--- config.mk ---
export PLATFORM = sky130hd
export DESIGN_NAME = dawg_domain_sched
export DESIGN_NICKNAME = d
export VERILOG_FILES = /design/src/rtl/dawg_pkg.sv /design/src/rtl/dawg_rr_arbiter.sv /design/src/rtl/dawg_domain_sched.sv
export SDC_FILE = /design/constraint.sdc
export NUM_CORES = 1
export LEC_CHECK = 0
export ABC_AREA = 1
export BUFFER_PORTS_ARGS = -buffer_cell sky130_fd_sc_hd__buf_4
export CAP_MARGIN = 20
export CORE_UTILIZATION = 49
export CTS_BUF_LIST = sky130_fd_sc_hd__clkbuf_8 sky130_fd_sc_hd__clkbuf_16
export DETAILED_ROUTE_END_ITERATION = 12
export PLACE_DENSITY = 0.77
export SETUP_SLACK_MARGIN = 0.15
export SLEW_MARGIN = 10
export SYNTH_ARGS = -nofsm -noshare
export SYNTH_HDL_FRONTEND = slang
export SYNTH_HIERARCHICAL = 1
export SYNTH_SLANG_ARGS = --single-unit
--- constraint.sdc ---
create_clock -name clk -period 2.83 [get_ports clk]
set_clock_uncertainty 0.1 [all_clocks]
set_input_delay 0.7075 -clock clk [delete_from_list [all_inputs] [get_ports clk]]
set_output_delay 0.7075 -clock clk [all_outputs]
set_load 0.01 [all_outputs]
--- src/rtl/dawg_pkg.sv ---
// Shared types and defaults for the DAWG domain scheduler.
// Way/address defaults match the cacheline constants.
package dawg_pkg;

    typedef enum logic [1:0] {
        IDLE   = 2'd0,
        SWITCH = 2'd1,
        ACCESS = 2'd2,
        RESP   = 2'd3
    } state_t;

    localparam int DAWG_NUM_WAYS   = 8;
    localparam int DAWG_ADDR_WIDTH = 8;
    localparam int DAWG_DOM_W      = 2;

    typedef logic [DAWG_DOM_W-1:0] dom_id_t;

endpackage

--- src/rtl/dawg_rr_arbiter.sv ---
// Round-robin arbiter: scans upward from the pointer, wrapping; the pointer
// moves to one past the winner when the caller strobes accept.
module dawg_rr_arbiter #(
    parameter int N     = 4,
    parameter int IDX_W = (N > 1) ? $clog2(N) : 1
) (
    input  logic             clk,
    input  logic             reset,
    input  logic [N-1:0]     req,
    input  logic             accept,
    output logic [N-1:0]     gnt,
    output logic [IDX_W-1:0] gnt_idx,
    output logic             gnt_valid
);

    logic [IDX_W-1:0] ptr_q, ptr_d;
    logic [IDX_W-1:0] cand;

    always_comb begin
        gnt       = '0;
        gnt_idx   = '0;
        gnt_valid = 1'b0;
        cand      = '0;
        for (int i = 0; i < N; i++) begin
            cand = IDX_W'((int'(ptr_q) + i) % N);
            if (!gnt_valid && req[cand]) begin
                gnt_valid  = 1'b1;
                gnt_idx    = cand;
                gnt[cand]  = 1'b1;
            end
        end
    end

    always_comb begin
        ptr_d = ptr_q;
        if (accept && gnt_valid) begin
            ptr_d = IDX_W'((int'(gnt_idx) + 1) % N);
        end
    end

    always_ff @(posedge clk) begin
        if (reset) begin
            ptr_q <= '0;
        end else begin
            ptr_q <= ptr_d;
        end
    end

endmodule

--- src/rtl/dawg_domain_sched.sv ---
// Scheduler sharing one DAWG way-partitioned cacheline between NUM_REQ requesters.
// Build option DAWG_PARTITION_CHECK_EN drops config writes overlapping another domain's ways.
module dawg_domain_sched
    import dawg_pkg::*;
#(
    parameter int NUM_REQ     = 4,
    parameter int NUM_DOMAINS = 4,
    parameter int DOM_W       = 2,
    parameter int NUM_WAYS    = DAWG_NUM_WAYS,
    parameter int ADDR_WIDTH  = DAWG_ADDR_WIDTH
) (
    input  logic                          clk,
    input  logic                          reset,
    input  logic                          cfg_we,
    input  logic [DOM_W-1:0]              cfg_dom,
    input  logic [NUM_WAYS-1:0]           cfg_hitmap,
`ifdef DAWG_PARTITION_CHECK_EN
    output logic                          cfg_err,
`endif
    input  logic [NUM_REQ-1:0]            req_valid,
    input  logic [NUM_REQ*DOM_W-1:0]      req_dom,
    input  logic [NUM_REQ*ADDR_WIDTH-1:0] req_addr,
    output logic [NUM_REQ-1:0]            req_ready,
    output logic [NUM_REQ-1:0]            resp_valid,
    output logic                          resp_hit,
    output logic                          resp_err,
    output logic                          cl_os_req,
    output logic [NUM_WAYS-1:0]           cl_hitmap,
    output logic                          cl_user_req,
    output logic [ADDR_WIDTH-1:0]         cl_addr,
    input  logic                          cl_hit,
    output logic [1:0]                    dbg_state
);

    localparam int IDX_W = (NUM_REQ > 1) ? $clog2(NUM_REQ) : 1;

    // Handshake: a request is taken in the cycle req_valid[i] and req_ready[i] are both
    // high; dom/addr must be stable then. resp_valid is a one-cycle pulse with no ready.

    state_t                  state_q, state_d;
    logic [NUM_REQ-1:0]      gnt_q, gnt_d;
    logic [DOM_W-1:0]        dom_q, dom_d, cur_dom_q, cur_dom_d;
    logic [ADDR_WIDTH-1:0]   addr_q, addr_d;
    logic                    err_q, err_d;
    logic                    dom_loaded_q, dom_loaded_d;
    logic                    dirty_q, dirty_d;
    logic [NUM_WAYS-1:0]     table_q [NUM_DOMAINS];
    logic [NUM_WAYS-1:0]     table_d [NUM_DOMAINS];

    logic [NUM_REQ-1:0]      gnt;
    logic [IDX_W-1:0]        gnt_idx;
    logic                    gnt_valid;
    logic                    arb_accept;
    logic [DOM_W-1:0]        sel_dom;
    logic [ADDR_WIDTH-1:0]   sel_addr;
    logic                    cfg_ok;

    assign arb_accept = (state_q == IDLE) && gnt_valid;

    dawg_rr_arbiter #(
        .N     (NUM_REQ),
        .IDX_W (IDX_W)
    ) u_arb (
        .clk       (clk),
        .reset     (reset),
        .req       (req_valid),
        .accept    (arb_accept),
        .gnt       (gnt),
        .gnt_idx   (gnt_idx),
        .gnt_valid (gnt_valid)
    );

    always_comb begin
        sel_dom  = '0;
        sel_addr = '0;
        for (int i = 0; i < NUM_REQ; i++) begin
            if (gnt_idx == IDX_W'(i)) begin
                sel_dom  = req_dom[i*DOM_W +: DOM_W];
                sel_addr = req_addr[i*ADDR_WIDTH +: ADDR_WIDTH];
            end
        end
    end

`ifdef DAWG_PARTITION_CHECK_EN
    logic cfg_err_q, cfg_err_d;

    always_comb begin
        cfg_ok = 1'b1;
        for (int j = 0; j < NUM_DOMAINS; j++) begin
            if (DOM_W'(j) != cfg_dom && (table_q[j] & cfg_hitmap) != '0) begin
                cfg_ok = 1'b0;
            end
        end
        cfg_err_d = cfg_we && !cfg_ok;
    end

    always_ff @(posedge clk) begin
        if (reset) begin
            cfg_err_q <= 1'b0;
        end else begin
            cfg_err_q <= cfg_err_d;
        end
    end

    assign cfg_err = cfg_err_q;
`else
    assign cfg_ok = 1'b1;
`endif

    always_comb begin
        state_d      = state_q;
        gnt_d        = gnt_q;
        dom_d        = dom_q;
        addr_d       = addr_q;
        err_d        = err_q;
        cur_dom_d    = cur_dom_q;
        dom_loaded_d = dom_loaded_q;
        dirty_d      = dirty_q;
        table_d      = table_q;
        unique case (state_q)
            IDLE: begin
                if (arb_accept) begin
                    gnt_d  = gnt;
                    dom_d  = sel_dom;
                    addr_d = sel_addr;
                    err_d  = 1'b0;
                    if (table_q[sel_dom] == '0) begin
                        err_d   = 1'b1;
                        state_d = RESP;
                    end else if (!dom_loaded_q || sel_dom != cur_dom_q || dirty_q) begin
                        state_d = SWITCH;
                    end else begin
                        state_d = ACCESS;
                    end
                end
            end
            SWITCH: begin
                // A same-cycle config write may have emptied the partition; never load an empty mask.
                if (table_q[dom_q] == '0) begin
                    err_d   = 1'b1;
                    state_d = RESP;
                end else begin
                    cur_dom_d    = dom_q;
                    dom_loaded_d = 1'b1;
                    dirty_d      = 1'b0;
                    state_d      = ACCESS;
                end
            end
            ACCESS:  state_d = RESP;
            RESP:    state_d = IDLE;
            default: state_d = IDLE;
        endcase
        // Compared against the post-switch domain so a write racing SWITCH forces a re-switch.
        if (cfg_we && cfg_ok) begin
            table_d[cfg_dom] = cfg_hitmap;
            if (cfg_dom == cur_dom_d) begin
                dirty_d = 1'b1;
            end
        end
    end

    always_ff @(posedge clk) begin
        if (reset) begin
            state_q      <= IDLE;
            gnt_q        <= '0;
            dom_q        <= '0;
            addr_q       <= '0;
            err_q        <= 1'b0;
            cur_dom_q    <= '0;
            dom_loaded_q <= 1'b0;
            dirty_q      <= 1'b0;
            for (int i = 0; i < NUM_DOMAINS; i++) begin
                table_q[i] <= '0;
            end
        end else begin
            state_q      <= state_d;
            gnt_q        <= gnt_d;
            dom_q        <= dom_d;
            addr_q       <= addr_d;
            err_q        <= err_d;
            cur_dom_q    <= cur_dom_d;
            dom_loaded_q <= dom_loaded_d;
            dirty_q      <= dirty_d;
            table_q      <= table_d;
        end
    end

    assign req_ready   = (state_q == IDLE) ? gnt : '0;
    assign resp_valid  = (state_q == RESP) ? gnt_q : '0;
    assign resp_hit    = (state_q == RESP) && !err_q && cl_hit;
    assign resp_err    = (state_q == RESP) && err_q;
    assign cl_os_req   = (state_q == SWITCH) && (table_q[dom_q] != '0);
    assign cl_hitmap   = cl_os_req ? table_q[dom_q] : '0;
    assign cl_user_req = (state_q == ACCESS);
    assign cl_addr     = cl_user_req ? addr_q : '0;
    assign dbg_state   = state_q;

endmodule

==> reports/qor.csv, run 1 <==
metric,value,unit
peakVddDrop,0.506,mV
max_cap_viol_count,0,
numPlacedInstances,712,
crit_start,u_arb/ptr_q[0],
leakage,2.32,nW
stdcell_count,733,
fin_nets,705,
grt_pass1_wl,15500,um
clk_path_buf_depth,2,
avgSynthCellArea,6.55,um^2
die_area,0.00751,mm^2
start_util,51.1,%
cts_root_buffer,clkbuf_8,
drt_iter0_markers,201,
seq_area_frac_synth,31.4,%
ys_ff_latch,55,
die_h,86.6,um
synth_nets,605,
cp-start-kind,flip-flop,
async_reset_ff_share,0,%
clk_pin_slew,0.10,ns
critPathSlowestCell,dfxtp_4,
io_pins,88,
numPortBuffers,87,
fin_util,68.5,%
htree_levels,2,
grt_pass1_vias,3379,
wire_per_inst,14.0,um
grt_max_degree,48,
drt_pre_antenna_iters,5,
fmax,365,MHz
finalCritPeriodShare,96.9,%
worstSkewPairLatency,0.31,ns
grt-ovfl-total,0,
synthDistinctLibCells,37,
cp_data_arrival_time,1.93,ns
core_area,0.00687,mm^2
r2r_start,u_arb/ptr_q[0],
syn_inst,536,
yosysTopAreaCellShare,31.4,%
fin_crit,2.74,ns
critPathMaxFanout,5,
hold_viol,0,
hold_path_class,reg2reg,
met3_usage,5.90,%
syn_to_final_growth,34.0,%
slew-limit-headroom,64.8,%
vias_per_cell,5.30,
synth_edf_count,0,
synth.area.top_cells,"dfxtp_1 31%, nand2_1 14%, o21ai_0 7.3%, inv_1 7.2%, nor2_1 5.6%",
slew_violations,0,
rows,30,
postRouteAntennaNets,0,
rsz0062_at_grt,yes,
globalRoute.busiestLayer,met2,
grt_antenna_before_repair,0,
vias,3884,
status,"finished, final reports clean",
diodes,0,
hold_start,dom_loaded_q,
setup_viol,0,
critical_path.max_stage_delay,0.40,ns
tightest_slew,0.526,ns
r2r_slack,0.21,ns
cp_top_family,simple AND/OR/NAND/NOR gates,
drc,0,
drive_gt1_share,30.3,%
clock-sinks,55,
grtUsageTotal,26.3,%
grt_util_met1,32.6,%
dpl.hpwl,7350,um
yosys.area.top_type,dfxtp_1,
worstSetupPathType,reg2out,
cts_tree,built,
numCtsBuffers,5,
place_congestion,0.903,
critical_path.cell_chain,"inv_8, ha_4, nand3_2, nand2_4, nor2_4, nand2_1, o21ai_2, a21oi_2, o21ai_2, nand2_1, inv_1, buf_4",
cp.buffers_inverters,3,
syn-cell-area,0.00351,mm^2
synth_flop_cell,dfxtp_1,
ys.warnings.count,6,
dieWidth,86.6,um
power_density,997,mW/mm^2
drt-total-wl,10300,um
use_met2,45.7,%
cp.required,2.02,ns
cp-end-kind,primary output,
[registers in the layout, indices dropped and copies added, names as in the netlist]
| signal | count |
|---|---|
| u_arb/ptr_q | 2 |
| err_q | 1 |
| dom_q | 2 |
| cur_dom_q | 2 |
| table_q | 32 |
| dbg_state | 2 |
| dirty_q | 1 |
| addr_q | 8 |
| dom_loaded_q | 1 |
| gnt_q | 4 |
[layout by cell type, fill, tap and decap left out, types with 10 or more instances in the layout]
master   synthesis  final
nand2_4          9     12
nand2_2         12     16
inv_1           67     63
dfxtp_1         55     51
o21ai_0         51     49
nand2_1        127    119
nand3_1         37     33
a21oi_1         38     37
nor2_1          52     51
buf_4            2    105
ha_1            11     10
[logic make-up (layout without fill, tap and decap cells)]
family                     count (synthesis)  after routing  share of synthesized area, %
and+or+nand+nor                          260            261                          34.9
AOI/OAI and AO/OA                        116            116                          18.5
buffers and inverters                     94            194                          11.3
DFF                                       55             55                          31.4
adders and majority gates                 11             11                          3.92
[worst min-delay path, stage by stage (launching register included)]
cell and delay [ns]:
dfxtp_1 0.31, inv_1 0.06, a21oi_1 0.06
[Yosys cell counts, drive strengths merged (3+ instances only)]
library cell  instances
nand2               148
inv                  77
nor2                 58
dfxtp                55
o21ai                54
nand3                41
a21oi                39
clkbuf               11
ha                   11
a22o                  8
a31oi                 7
buf                   6
nor4                  6
nand4                 3
[path summary, 6_finish.rpt]
kind / to / cells past startpoint
max: req_ready[3] / 12
min: dom_loaded_q / 2
max reg2reg: dbg_state[1] / 20
min reg2reg: dom_loaded_q / 2
[metrics by stage]
step / worst slack [ns] / TNS (ns) / hold slack [ns] / area, um^2 / total power, W
global route: -0.00337 / -0.00337 / 0.384 / 4700 / 0.00503
detailed placement: -0.0631 / -0.0787 / 0.353 / 4280 / 0.00361
floorplan: 0.184 / 0 / 0.322 / 3510 / 0.00288
finish: 0.0885 / 0 / 0.362 / 4700 / 0.00469
global placement: 0.0847 / 0 / 0.340 / 4280 / 0.00354
CTS: 0.112 / 0 / 0.367 / 4470 / 0.00425
[repair_timing]
action / in CTS / in global routing
cloned: 0 / 1
gates resized for setup: 16 / 39
endpoints found under the setup margin: 16 / 17
hold buffers: 0 / 0
pin swaps: 5 / 11
setup buffers: 4 / 8
[per-layer routing]
layer / wire [um] / up-vias / share of wire (%)
met3: 705 / 20 / 6.9
met5: 0 / - / 0
met2: 4970 / 173 / 48
met4: 196 / 0 / 1.9
li1: - / 1941 / -
met1: 4400 / 1750 / 43
[power breakdown]
part	internal (W)	total (W)	switching (W)
registers	0.000927	0.00104	0.000115
clock network	0.000287	0.000542	0.000256
logic	0.00125	0.00311	0.00186
total	0.00246	0.00469	0.00223
[area by class of cell]
cell class	count	area (um^2)
inverter	77	324
timing repair buffer	109	846
multi-input combinational	388	2190
sequential	55	1110
clock inverter	2	35.0
clock buffer	6	82.6
tap	96	120
fill	598	2160
Note: power is estimated with default switching activity, not from simulation.
==> run 2, diff against run 1 <==
--- a/config.mk
+++ b/config.mk
@@ -8,10 +8,11 @@
 export ABC_AREA = 1
 export BUFFER_PORTS_ARGS = -buffer_cell sky130_fd_sc_hd__buf_4
 export CAP_MARGIN = 20
+export CORE_MARGIN = 4
 export CORE_UTILIZATION = 49
 export CTS_BUF_LIST = sky130_fd_sc_hd__clkbuf_8 sky130_fd_sc_hd__clkbuf_16
 export DETAILED_ROUTE_END_ITERATION = 12
-export PLACE_DENSITY = 0.77
+export PLACE_DENSITY = 0.84
 export SETUP_SLACK_MARGIN = 0.15
 export SLEW_MARGIN = 10
 export SYNTH_ARGS = -nofsm -noshare
==> run 2 against run 1 <==
  * Global-route usage decreased by 2.9 points
  * Routed wire length increased by 0.40%
  * Combinational power about the same
==> reports/qor.csv, run 2 (synthesis results as in run 1) <==
metric,value,unit,change
clk_path_buf_depth,2,,unchanged
max_cap_viol_count,0,,unchanged
tightest_slew,0.569,ns,+0.0427 ns
largest_reg_flops,32,,unchanged
grt_pass1_vias,3736,,+11%
netSwitchingPower,0.00222,W,-0.51%
io_pins,88,,unchanged
core_area,0.00687,mm^2,unchanged
worstSkewPairLatency,0.32,ns,about the same
hold_viol,0,,unchanged
vias_per_cell,5.27,,-0.59%
place_congestion,0.933,,+3.3%
fin_util,67.7,%,-0.84 points
leakage,2.30,nW,-0.77%
die_area,0.00858,mm^2,+14%
grt_antenna_before_repair,0,,unchanged
numCtsBuffers,5,,unchanged
final_cell_mix,"122 x nand2_1, 109 x buf_4, 65 x inv_1",,
wire_per_inst,14.0,um,about the same
drive_gt1_share,28.7,%,-1.5 points
power_frac_seq,23.0,%,+0.8 points
drt_pre_antenna_iters,5,,unchanged
grt-ovfl-total,0,,unchanged
internal-power,0.00238,W,-3.3%
die_h,92.6,um,+6.9%
rsz0062_at_grt,yes,,
cts_tree,built,,
clk_pin_slew,0.10,ns,about the same
grt_max_degree,19,,-60%
combPwrFrac,67.2,%,+1.0 points
status,"finished, final reports clean",,
fmax,368,MHz,+0.85%
syn_to_final_growth,32.4,%,
hold_path_class,reg2reg,,
worstSetupPathType,reg2out,,
dpl.hpwl,7540,um,+2.6%
start_util,51.1,%,unchanged
layout_commonest_cell,nand2_1,,
grtUsageTotal,23.4,%,-2.9 points
setup_viol,0,,unchanged
dieWidth,92.6,um,+6.9%
cp-start-kind,flip-flop,,
cts_root_buffer,clkbuf_8,,
clock-sinks,55,,unchanged
diodes,0,,unchanged
drt_iter0_markers,333,,+66%
cp-end-kind,primary output,,
peakVddDrop,0.631,mV,+25%
htree_levels,2,,unchanged
slew-limit-headroom,62.0,%,-2.9 points
numPortBuffers,87,,unchanged
postCtsHoldBufs,0,,unchanged
critPathMaxFanout,7,,+2
postRouteAntennaNets,0,,unchanged
finalCritPeriodShare,96.1,%,-0.82 points
regMostFlops,table_q,,
slew_violations,0,,unchanged
finalPower,0.00460,W,-2.0%
fin_crit,2.72,ns,-0.0231 ns
clock_power_share,9.8,%,-1.8 points
nFillCells,572,,-4.3%
rows,30,,unchanged
drt-total-wl,10300,um,+0.40%
grt_pass1_wl,16700,um,+7.4%
power_density,990,mW/mm^2,-0.75%
drc,0,,unchanged
cp_data_arrival_time,1.91,ns,-0.02 ns
top_regs,"table_q: 32 flops, addr_q: 8 flops, gnt_q: 4 flops",,
swShare,48.3,%,+0.71 points
fin_nets,708,,+0.43%
cp.required,2.02,ns,about the same
vias,3877,,-0.18%
run 2: cell count changes in the layout (fill, tap and decap cells not counted), moves of 3 or more:
cell,before,now
nand2_2,16,13
nand3_2,6,3
buf_4,105,109
nand2_1,119,122
o21ai_1,3,6
nand3_1,33,36
run 2: final cells by class:
cell class | count | area, um^2 | share of cell area (%)
Clock buffer | 5 | 68.8 | 1.48
Clock inverter | 3 | 23.8 | 0.512
Inverter | 77 | 314 | 6.76
Multi-Input combinational cell | 387 | 2130 | 45.9
Sequential cell | 55 | 1110 | 24.0
Tap cell | 96 | 120 | 2.58
Timing Repair Buffer | 113 | 872 | 18.8
run 2: routing by layer:
layer	track usage (%)	share of wire (%)	up-vias
li1	-	-	1945
met1	30.1	43	1745
met2	39.0	48	165
met3	4.55	6.8	22
met4	8.30	1.9	0
met5	0	0	-
run 2: metrics by stage:
step / setup slack [ns] / instance area, um^2 / cells / TNS, ns / hold WS, ns
4_1_cts: 0.122 / 4500 / 732 / 0 / 0.371
2_1_floorplan: 0.184 / 3510 / 536 / 0 / 0.322
6_report: 0.112 / 4650 / 736 / 0 / 0.370
5_1_grt: -0.00880 / 4650 / 736 / -0.0111 / 0.391
3_5_place_dp: -0.0931 / 4280 / 712 / -0.190 / 0.356
3_3_place_gp: 0.0820 / 4280 / 712 / 0 / 0.340
run 2: worst paths after layout:
path                                     start           end  slack, ns  depth (start not counted)
worst max-delay path            u_arb/ptr_q[0]  req_ready[0]       0.11                         12
worst min-delay path              dom_loaded_q  dom_loaded_q       0.37                          2
worst max register to register  u_arb/ptr_q[0]      gnt_q[3]       0.15                         21
worst min register to register    dom_loaded_q  dom_loaded_q       0.37                          2
run 2: timing repair:
item | in CTS | in global routing
endpoints found under the hold margin | 0 | 0
buffers inserted | 12 | 4
pin swaps | 7 | 8
gates resized for setup | 16 | 25
setup endpoints to repair | 16 | 17
run 2: critical path: stages (launching register included):
cell and delay, ns:
dfxtp_4 0.38, inv_8 0.06, buf_4 0.17, nand2_2 0.07
nand2_1 0.07, nand2_2 0.07, nand2_4 0.12, nor2_4 0.06
a22oi_1 0.21, nand3_1 0.14, nand2_1 0.08, inv_1 0.04
buf_4 0.13
run 2: power groups by stage:
stage / Combinational [W] / Clock, W / Sequential [W]
3_3_place_gp: 0.00248 / 0 / 0.00105
5_1_grt: 0.00340 / 0.000487 / 0.00108
4_1_cts: 0.00273 / 0.000460 / 0.00105
2_1_floorplan: 0.00186 / 0 / 0.00102
3_5_place_dp: 0.00255 / 0 / 0.00105
6_report: 0.00309 / 0.000452 / 0.00106
==> run 3, diff against run 2 <==
--- a/config.mk
+++ b/config.mk
@@ -9,10 +9,10 @@
 export BUFFER_PORTS_ARGS = -buffer_cell sky130_fd_sc_hd__buf_4
 export CAP_MARGIN = 20
 export CORE_MARGIN = 4
-export CORE_UTILIZATION = 49
+export CORE_UTILIZATION = 50
 export CTS_BUF_LIST = sky130_fd_sc_hd__clkbuf_8 sky130_fd_sc_hd__clkbuf_16
 export DETAILED_ROUTE_END_ITERATION = 12
-export PLACE_DENSITY = 0.84
+export PLACE_DENSITY = 0.83
 export SETUP_SLACK_MARGIN = 0.15
 export SLEW_MARGIN = 10
 export SYNTH_ARGS = -nofsm -noshare
==> constraint.sdc (replaced) <==
create_clock -name clk -period 3 [get_ports clk]
set_clock_uncertainty 0.1 [all_clocks]
set_input_delay 0.75 -clock clk [delete_from_list [all_inputs] [get_ports clk]]
set_output_delay 0.75 -clock clk [all_outputs]
set_load 0.01 [all_outputs]
==> run 3 against run 2 <==
  * Clock-buffer cell count is the same
  * Sequential share of layout area is 1.1 points higher
  * Power decreased by 14%
  * Core utilization decreased by 2.5 points
  * Critical path type unchanged
  * Critical endpoint is now req_ready[3]
==> reports/qor.csv, run 3 (synthesis results as in run 1) <==
metric,value,unit,change
status,"finished, final reports clean",,
slew-limit-headroom,62.0,%,about the same
fin_nets,690,,-2.5%
rsz0062_at_grt,yes,,
drt_pre_antenna_iters,4,,-1
critical_path.cell_chain,"inv_6, ha_4, inv_2, nand2_2, nand2_4, nor2_4, nand2_1, o21ai_0, a21oi_1, o21ai_1, nand2_1, inv_1, buf_4",,
grt-ovfl-total,0,,unchanged
drt-total-wl,9590,um,-7.1%
stdcell_area,0.00443,mm^2,-4.7%
grt_pass1_wl,15800,um,-5.3%
grt_pass1_vias,3532,,-5.5%
finalSetupTns,0,ns,unchanged
drive_gt1_share,25.9,%,-2.9 points
core_area,0.00679,mm^2,-1.1%
postRouteAntennaNets,0,,unchanged
setup_viol,0,,unchanged
drc,0,,unchanged
hold_viol,0,,unchanged
cp-end-kind,primary output,,
dpl.hpwl,7480,um,-0.70%
power_density,891,mW/mm^2,-10%
postCtsHoldBufs,0,,unchanged
rows,30,,unchanged
clock_power_share,12.5,%,+2.7 points
cp_common_cell,nand2_1,,
cp-start-kind,flip-flop,,
cts_tree,built,,
peakVddDrop,0.505,mV,-20%
clock-sinks,55,,unchanged
cp_data_arrival_time,1.94,ns,+0.03 ns
numCtsBuffers,5,,unchanged
max_cap_viol_count,0,,unchanged
fmax,359,MHz,
combPwrFrac,62.3,%,-4.9 points
postPlaceCellArea,0.00423,mm^2,-1.2%
power_frac_seq,25.2,%,+2.2 points
critPathSlowestCell,dfxtp_4,,
finalCritPeriodShare,92.9,%,
worstSetupPathType,reg2out,,
numPortBuffers,87,,unchanged
slew_violations,0,,unchanged
nFillCells,585,,+2.3%
regMostFlops,table_q,,
clk_pin_slew,0.10,ns,about the same
cp.required,2.15,ns,+0.13 ns
numPlacedInstances,707,,-0.70%
htree_levels,2,,unchanged
dieWidth,91.8,um,-0.92%
clk_path_buf_depth,2,,unchanged
wire_per_inst,13.3,um,-4.7%
largest_reg_flops,32,,unchanged
layout_commonest_cell,nand2_1,,
grt_antenna_before_repair,0,,unchanged
cp.buffers_inverters,4,,unchanged
cp_top_family,simple AND/OR/NAND/NOR gates,,
worst_slack,0.213,ns,+0.101 ns
die_h,91.8,um,-0.92%
grt_max_degree,44,,+25
leakage,2.19,nW,-4.7%
place_congestion,0.966,,+3.5%
top_regs,"table_q: 32 flops, addr_q: 8 flops, gnt_q: 4 flops",,
drt_iter0_markers,192,,-42%
vias_per_cell,5.20,,-1.2%
whs,0.373,ns,+0.00318 ns
hold_path_class,reg2reg,,
fin_crit,2.79,ns,
io_pins,88,,unchanged
dpl_worst_slack,0.00227,ns,+0.0954 ns
worstSkewPairLatency,0.30,ns,-0.02 ns
stdcell_count,718,,-2.4%
critical_path.max_stage_delay,0.38,ns,about the same
tightest_slew,0.568,ns,-0.000511 ns
cts_root_buffer,clkbuf_8,,
netSwitchingPower,0.00189,W,-15%
die_area,0.00843,mm^2,-1.8%
syn_to_final_growth,26.2,%,
internal-power,0.00206,W,-13%
vias,3735,,-3.7%
swShare,47.8,%,-0.45 points
final_cell_mix,"124 x nand2_1, 95 x buf_4, 65 x inv_1",,
start_util,51.7,%,+0.56 points
grtUsageTotal,22.7,%,-0.71 points
diodes,0,,unchanged
critPathMaxFanout,8,,+1
==> run 3: cell type report <==
class	count	area (um^2)	area share (%)
Clock inverter	3	43.8	0.989
Multi-Input combinational cell	387	2070	46.7
Timing Repair Buffer	95	713	16.1
Inverter	77	304	6.86
Clock buffer	5	68.8	1.55
Sequential cell	55	1110	25.1
Tap cell	96	120	2.71
==> run 3: final timing paths <==
path | from | to | slack, ns | depth (start not counted)
worst max-delay path | u_arb/ptr_q[0] | req_ready[3] | 0.21 | 13
worst min-delay path | dom_loaded_q | dom_loaded_q | 0.37 | 2
worst max register to register | u_arb/ptr_q[0] | dbg_state[1] | 0.34 | 19
worst min register to register | dom_loaded_q | dom_loaded_q | 0.37 | 2
==> run 3: worst min-delay path: stages, from the launching register on <==
cell     delay (ns)
dfxtp_1        0.31
inv_1          0.06
a21oi_1        0.06
==> run 3: repair_timing <==
action | CTS | global route
gates cloned | 0 | 0
setup buffers | 1 | 2
gates resized for setup | 3 | 16
pin swaps | 1 | 5
setup endpoints to repair | 14 | 16
hold endpoints to repair | 0 | 0
==> run 3: per-layer routing <==
metal	track usage [%]	wire, um	up-vias
met3	5.41	750	25
met1	28.7	4170	1666
li1	-	-	1897
met5	0	0	-
met4	7.80	225	0
met2	37.8	4440	147
==> run 3: metrics by stage <==
step	util [%]	power, W
floorplan	-	0.00271
global placement	62.2	0.00323
detailed placement	62.2	0.00330
CTS	64.2	0.00383
global route	65.2	0.00429
finish	65.2	0.00395
==> run 3: power by group through the flow <==
stage / Combinational (W) / Clock, W / Sequential, W
floorplan: 0.00176 / 0 / 0.000958
global placement: 0.00224 / 0 / 0.000991
detailed placement: 0.00230 / 0 / 0.000997
CTS: 0.00234 / 0.000500 / 0.000985
global route: 0.00274 / 0.000533 / 0.00101
finish: 0.00246 / 0.000495 / 0.000993
